`src/rtl/third_div_pkg.sv`:
```
// Shared types and constants for the sequential divide-by-three unit.
// Consumed by third_div and third_div_step.
package third_div_pkg;

  typedef enum logic [1:0] {
    IDLE = 2'd0,
    BUSY = 2'd1,
    DONE = 2'd2
  } third_div_state_t;

  localparam int DIVISOR      = 3;
  // Largest quotient the 4-bit tripler can produce (15 * 3 = 45).
  localparam int TRIPLE_MAX_Q = 15;

endpackage

```
`src/rtl/third_div_step.sv`:
```
// One restoring-division step by three: folds one dividend bit into the
// 2-bit partial remainder and yields the corresponding quotient bit.
module third_div_step
  import third_div_pkg::*;
(
  input  logic [1:0] rem,
  input  logic       dividend_bit,
  output logic [1:0] rem_next,
  output logic       q_bit
);

  logic [2:0] t;

  // rem is always 0..2, so t never exceeds 5 and t-3 always fits in 2 bits.
  assign t        = {rem, dividend_bit};
  assign q_bit    = (t >= 3'(DIVISOR));
  assign rem_next = q_bit ? 2'(t - 3'(DIVISOR)) : t[1:0];

endmodule

```
`src/rtl/third_div.sv`:
```
// Sequential divide-by-three with valid/ready on both sides, one bit per clock.
// Optional range_err output enabled by defining THIRD_DIV_RANGE_CHECK_EN.
module third_div
  import third_div_pkg::*;
#(
  parameter int WIDTH = 6
) (
  input  logic             clk,
  input  logic             rst,
  input  logic             in_valid,
  input  logic [WIDTH-1:0] in_value,
  output logic             in_ready,
  output logic             out_valid,
  input  logic             out_ready,
  output logic [WIDTH-1:0] quotient,
  output logic [1:0]       remainder,
  output logic             exact
`ifdef THIRD_DIV_RANGE_CHECK_EN
  ,
  output logic             range_err
`endif
);

  localparam int CW = $clog2(WIDTH + 1);

  third_div_state_t state_q, state_d;
  logic [CW-1:0]    count_q;
  // Dividend bits leave at the MSB while quotient bits enter at the LSB, so
  // after WIDTH steps this register holds the complete quotient.
  logic [WIDTH-1:0] work_q;
  logic [1:0]       rem_q;
  logic [1:0]       rem_next;
  logic             q_bit;
  logic [WIDTH-1:0] quo_next;
  logic             last_step;

  third_div_step u_step (
    .rem          (rem_q),
    .dividend_bit (work_q[WIDTH-1]),
    .rem_next     (rem_next),
    .q_bit        (q_bit)
  );

  assign quo_next  = {work_q[WIDTH-2:0], q_bit};
  assign last_step = (count_q == CW'(1));
  assign in_ready  = (state_q == IDLE);
  assign out_valid = (state_q == DONE);

  // NOTE: state registers use non-blocking assignments so every flop samples
  // pre-edge values regardless of block ordering.
  always_ff @(posedge clk or posedge rst) begin
    if (rst) state_q <= IDLE;
    else     state_q <= state_d;
  end

  // NOTE: defaulting state_d before the case keeps every path assigned, so no
  // latch is inferred.
  always_comb begin
    state_d = state_q;
    unique case (state_q)
      IDLE:    if (in_valid)  state_d = BUSY;
      BUSY:    if (last_step) state_d = DONE;
      DONE:    if (out_ready) state_d = IDLE;
      default: state_d = IDLE;
    endcase
  end

  always_ff @(posedge clk or posedge rst) begin
    if (rst) begin
      count_q   <= '0;
      work_q    <= '0;
      rem_q     <= '0;
      quotient  <= '0;
      remainder <= '0;
      exact     <= 1'b0;
    end else begin
      unique case (state_q)
        IDLE: begin
          if (in_valid) begin
            work_q  <= in_value;
            rem_q   <= '0;
            count_q <= CW'(WIDTH);
          end
        end
        BUSY: begin
          work_q  <= quo_next;
          rem_q   <= rem_next;
          count_q <= count_q - CW'(1);
          if (last_step) begin
            quotient  <= quo_next;
            remainder <= rem_next;
            exact     <= (rem_next == 2'd0);
          end
        end
        default: ;
      endcase
    end
  end

`ifdef THIRD_DIV_RANGE_CHECK_EN
  logic over_range;

  // Narrow dividends can never produce a quotient above the tripler limit.
  if (WIDTH > 4) begin : g_range_cmp
    assign over_range = (quo_next > WIDTH'(TRIPLE_MAX_Q));
  end else begin : g_range_none
    assign over_range = 1'b0;
  end

  always_ff @(posedge clk or posedge rst) begin
    if (rst)                                range_err <= 1'b0;
    else if (state_q == BUSY && last_step)  range_err <= over_range;
  end
`endif

endmodule

```
`config.mk`:
```
export PLATFORM = sky130hd
export DESIGN_NAME = third_div
export DESIGN_NICKNAME = d
export VERILOG_FILES = /design/src/rtl/third_div_pkg.sv /design/src/rtl/third_div_step.sv /design/src/rtl/third_div.sv
export SDC_FILE = /design/constraint.sdc
export NUM_CORES = 1
export LEC_CHECK = 0
export CORE_ASPECT_RATIO = 0.8
export CORE_UTILIZATION = 49
export DETAILED_ROUTE_END_ITERATION = 7
export PLACE_DENSITY = 0.85
export REMOVE_ABC_BUFFERS = 1
export SYNTH_ARGS = -nofsm -noshare
export SYNTH_HDL_FRONTEND = slang
export SYNTH_SLANG_ARGS = --single-unit
```
`constraint.sdc`:
```
create_clock -name clk -period 1.7 [get_ports clk]
set_clock_uncertainty 0.05 [all_clocks]
set_input_delay 0.255 -clock clk [delete_from_list [all_inputs] [get_ports clk]]
set_output_delay 0.255 -clock clk [all_outputs]
set_load 0.05 [all_outputs]
```
## Word-level counts from Yosys, hierarchy flattened

Index checks and enable logic that the tools add are counted.

| word-level totals | value |
|---|---|
| latch bits | 0 |
| memories kept | 0 |
| output and inout port bits | 11 |
| bits in read-only memories | 0 |
| register bits after elaboration | 22 |
| RAM bits | 0 |

| operators by class | value |
|---|---|
| multipliers | 0 |
| bitwise gates (word level) | 0 |
| mux-type cells | 11 |
| div/mod/pow operators | 0 |
| reductions and logical operators | 6 |
| eq/ne operators | 6 |
| $add $sub $neg | 2 |
| shift-type cells | 0 |
| magnitude comparators | 1 |

Operators by type and width:

| cell | number |
|---|---|
| 6-bit case mux with 2 select lines | 1 |
| 2-bit two-way mux | 5 |
| 6-bit two-way mux | 1 |
| 2-bit case mux with 3 select lines | 1 |
| 3-bit case mux with 2 select lines | 1 |
| 2-bit logical NOT | 2 |
| 2-bit inequality test, second input constant | 2 |
| 2-bit case mux with 2 select lines | 1 |
| 2-bit AND reduction | 2 |
| 3-bit by 1-bit equality test with 1-bit output, second input constant | 1 |
| 3-bit by 2-bit greater-or-equal comparator with 1-bit output, second input constant | 1 |
| 3-bit two-way mux | 1 |
| 3-bit AND reduction | 1 |
| 3-bit by 1-bit subtractor with 3-bit output, second input constant | 1 |
| 2-bit by 1-bit equality test with 1-bit output, second input constant | 1 |
| 2-bit equality test, second input constant | 1 |
| 2-bit by 1-bit inequality test with 1-bit output, second input constant | 1 |
| 2-bit nonzero test | 1 |
| 2-bit subtractor, second input constant | 1 |

## Depth between registers and ports, before layout

| logic depth | value |
|---|---|
| word-level depth | 3 |
| gate-level depth with buffers | 6 |

## Modules after synthesis

Synthesis repeated with hierarchy kept, for this count alone.

| unflattened totals | value |
|---|---|
| cells, all modules | 89 |
| area total of the unflattened synthesis | 1109.8 µm² |

Modules (own cells, without submodules):

| module | times used | sequential area each (µm²) | cells each | area each (µm²) |
|---|---|---|---|---|
| third_div | 1 | 550.5 | 81 | 1056.0 |
| third_div_step | 1 | 0.0 | 8 | 53.8 |

## Worst setup path before layout

No wires, ideal clock.

| path | value |
|---|---|
| path type | flip-flop to flip-flop |
| from | reg state_q[1] |
| to | reg state_q[1] |
| cell stages (with the launch flop) | 4 |
| slack | 0.078 ns |
| library setup time | 0.067 ns |
| required time | 1.583 ns |
| arrival | 1.506 ns |
| clock period less this slack | 1.622 ns |
| cell sequence | dfrtp_1 > buf_2 > nor2b_1 > a21o_1 |

| on the way | value |
|---|---|
| longest elaborated chain between the ends | 3 |
| elaborated cells on any way between the ends | 8 |
| classes of those cells | eq/ne: 5; mux: 1; reduce/logical: 2 |

Ends and longest elaborated chain:

| element | line | source |
|---|---|---|
| start, declared | third_div.sv:26 | `third_div_state_t state_q, state_d;` |
| start signal, assigned | third_div.sv:53 | `else state_q <= state_d;` |
| 2-bit equality test * | -- |  |
| named net out_valid | third_div.sv:13 | `output logic out_valid,` |
| 2-bit by 1-bit inequality test with 1-bit output (no source line) | -- |  |
| 3-bit AND reduction (no source line) | -- |  |

The timed path passes the listed nets; every way through them passes the cells marked *.
A chain may end at the register's enable or synchronous reset.

## Final worst setup path

| path | value |
|---|---|
| from | reg state_q[0] |
| to | out in_ready |

| on the way | value |
|---|---|
| longest elaborated chain between the ends | 1 |

Ends and longest elaborated chain:

| element | line | source |
|---|---|---|
| 2-bit logical NOT | third_div.sv:46 | `assign in_ready = (state_q == IDLE);` |
| end, declared | third_div.sv:12 | `output logic in_ready,` |

Every way passes these cells.

==> results.md <==
- Outcome: finished clean
- Maximum operating frequency: 628 MHz
- Max-capacitance violation count: 0
- Per-cell via count in the routed design: 5.51
- Final-stage net count: 136
- Relative slew slack: 0.711
- Clock root buffer master: clkbuf_4
- Global-route wire length before repair: 3480 µm
- Number of global-route vias before repair: 789
- Worst-skew pair later-pin latency: 0.30 ns
- Count of boundary I/O pins: 21
- Quantity of I/O buffers inserted on ports: 20
- Cell count after synthesis: 95
- Detail Route Antenna Nets: 0
- Filler cell count: 160
- Unrepaired setup endpoints after global routing: false
- Die extent in x: 53.9 µm
- Critical Path End Type: output port
- Die height: 43.5 µm
- Internal reg-to-reg setup slack: 0.14 ns
- Total track usage: 0.208
- Leading cell type in the layout, fill and taps excluded: dfrtp_1
- Number of buffers created by CTS: 3
- Fraction of layout instances using a drive strength above 1: 0.287
- Lkg Pwr: 0.629 nW
- Total Die Area: 2350 µm²
- Maximum number of pins on one net before global-route repair: 23
- Standard-cell rows: 14
- IR drop worst, VDD: 1.34 mV
- Cells along the critical path: buf_4 -> nor2_1 -> buf_12
- Power per cell area: 2020 nW/µm²
- Synthesized area divided by synthesized cell count: 11.1 µm²
- Count of TritonRoute iterations in the first routing pass: 4
- Setup TNS: 0 ns
- Drt initial violations: 14
- Worst-margin pin slew: 0.433 ns
- Commonest cells after routing, fill and taps aside: dfrtp_1 (22), buf_4 (15), o21ai_0 (11)
- Total grt overflow: 0
- Count of hold-fix buffers inserted at cts: 0
- Required time of the worst setup path: 1.39 ns
- Weighted congestion reported at the end of routability-driven placement: 0.750
- Fin. max-slew vios: 0
- Starting density of the core: 0.538
- Arrival time of data at the critical path endpoint: 1.29 ns
- Critical Setup Path Class: flop to output port
- Final Power: 0.00272 W
- Post-layout minimum cycle time: 1.59 ns
- Sum of net half-perimeters after detailed placement: 1520 µm
- Synthesized flop and latch total: 22
- CP max stage cell: dfrtp_1
- Via Count: 805
- Share of the yosys chip area belonging to registers: 0.521
- Setup-violating endpoint count in the final report: 0
- Post-route fraction of the period consumed by the critical path: 0.937
- Aggregate routed wire length: 2060 µm
- TritonCTS clock tree: built
- Wire length per cell: 14.1 µm
- Worst-path maximum fanout: 14
- Total placed cells including tap cells: 142
- Floorplan Core Area: 1960 µm²
- Area grow syn2layout: 28.0%
- Cell area after placement: 1310 µm²
- Type of the tightest min-delay check: input port to async pin
- Synthesized cell area: 1060 µm²
- Number of standard cells in the layout, taps in and fillers out: 146
- Yosys Warn Count: 0
- Number of antenna cells inserted: 0
- Category of the worst setup path launch point: flop
- Clock-pin slew on the worst setup and hold paths: 0.11 ns
- Count of clock tree sinks: 22
- Number of distinct standard cells referenced by the synthesized netlist: 29
- Maximum buffer depth of the clock tree: 2
- Count of endpoints failing hold in the final timing report: 0
- Highest cell delay on the worst timing path: 0.40 ns
- H-tree lvl count: 1
- Initial antenna violation count: 0
- DRC errors left: 0
- Final Instance Area: 1350 µm²
per-layer routing:
metal	vias up	track usage	wire length (µm)
met2	21	0.331	966
met5	-	0	0
met1	390	0.271	983
met3	2	0.0807	99
met4	0	0.0368	10
li1	392	-	-
kinds of logic after synthesis:
logic type      count (synthesis)  synth area share
compound gates                 31             0.185
flops                          22             0.521
simple gates                   22             0.130
fa+ha+maj                       3            0.0355
buf+inv                         9            0.0403
mux                             8            0.0877
final cells by class:
type,count,area [µm²],area share
clock buffers,4,36.3,0.0269
inverters,6,22.5,0.0167
multi-input cells,64,469,0.347
flip-flops and latches,22,551,0.407
well taps,24,30.0,0.0222
repair buffers,26,243,0.180
final timing paths:
check	cells past startpoint	start	end
max	3	state_q[0]	in_ready
max in group asynchronous	3	rst	count_q[2]
max reg2reg	4	rem_q[0]	remainder[0]
min	3	rst	remainder[0]
min reg2reg	1	quotient[3]	quotient[3]
min in group clk	3	out_ready	state_q[1]
sequential cells by signal, summed over array words and instances (netlist names):
register,flops
remainder,2
quotient,6
state_q,2
rem_q,2
exact,1
count_q,3
work_q,6
critical path: cells and delay by family, from the launching register on:
kind	cells	cell delay, ns
simple gates	1	0.22
flops	1	0.40
buf+inv	2	0.35
metrics by stage:
| step | utilization | setup WS [ns] | hold WS (ns) |
|---|---|---|---|
| 6_report | 0.689 | 0.106 | 0.218 |
| 5_1_grt | 0.689 | 0.0713 | 0.246 |
| 4_1_cts | 0.686 | 0.0554 | 0.222 |
| 3_5_place_dp | 0.667 | 0.0935 | 0.449 |
| 3_3_place_gp | 0.667 | 0.153 | 0.442 |
| 2_1_floorplan | - | 0.102 | 0.194 |
power breakdown:
group / internal, W / switching [W]
sequential: 0.000772 / 0.000175
clock: 0.000131 / 0.000152
combinational: 0.000626 / 0.000867
synth_stat cells:
cell      number  share of area
buf_2          1         0.0047
or3_4          1          0.011
dfrtp_1       22           0.52
a21oi_2        1         0.0083
a31oi_1        1         0.0059
nor2_1         3          0.011
o22a_1         1         0.0083
nor2b_1        8          0.047
o21ai_0       11          0.052
nand2b_1       1         0.0059
a21o_1         1         0.0071
clkbuf_1       1         0.0036
inv_1          6          0.021
o21ai_2        1         0.0083
ha_1           3          0.036
and3b_1        1         0.0083
buf_6          1          0.011
a22oi_1        7          0.050
nand2_1        4          0.014
a211o_2        1         0.0095
o21bai_1       1         0.0071
nand3b_1       1         0.0071
a21oi_1        6          0.028
mux2_4         1          0.014
and4bb_2       1          0.012
mux2_2         6          0.064
nor3_1         1         0.0047
mux2i_1        1         0.0095
and3b_2        1         0.0095
repair_timing:
action / in CTS / in global routing
hold endpoints to repair: 0 / 0
endpoints found under the setup margin: 0 / 3
gates resized for setup: 0 / 2
buffers inserted: 0 / 0
No activity file was read; power rests on OpenSTA's default activity.
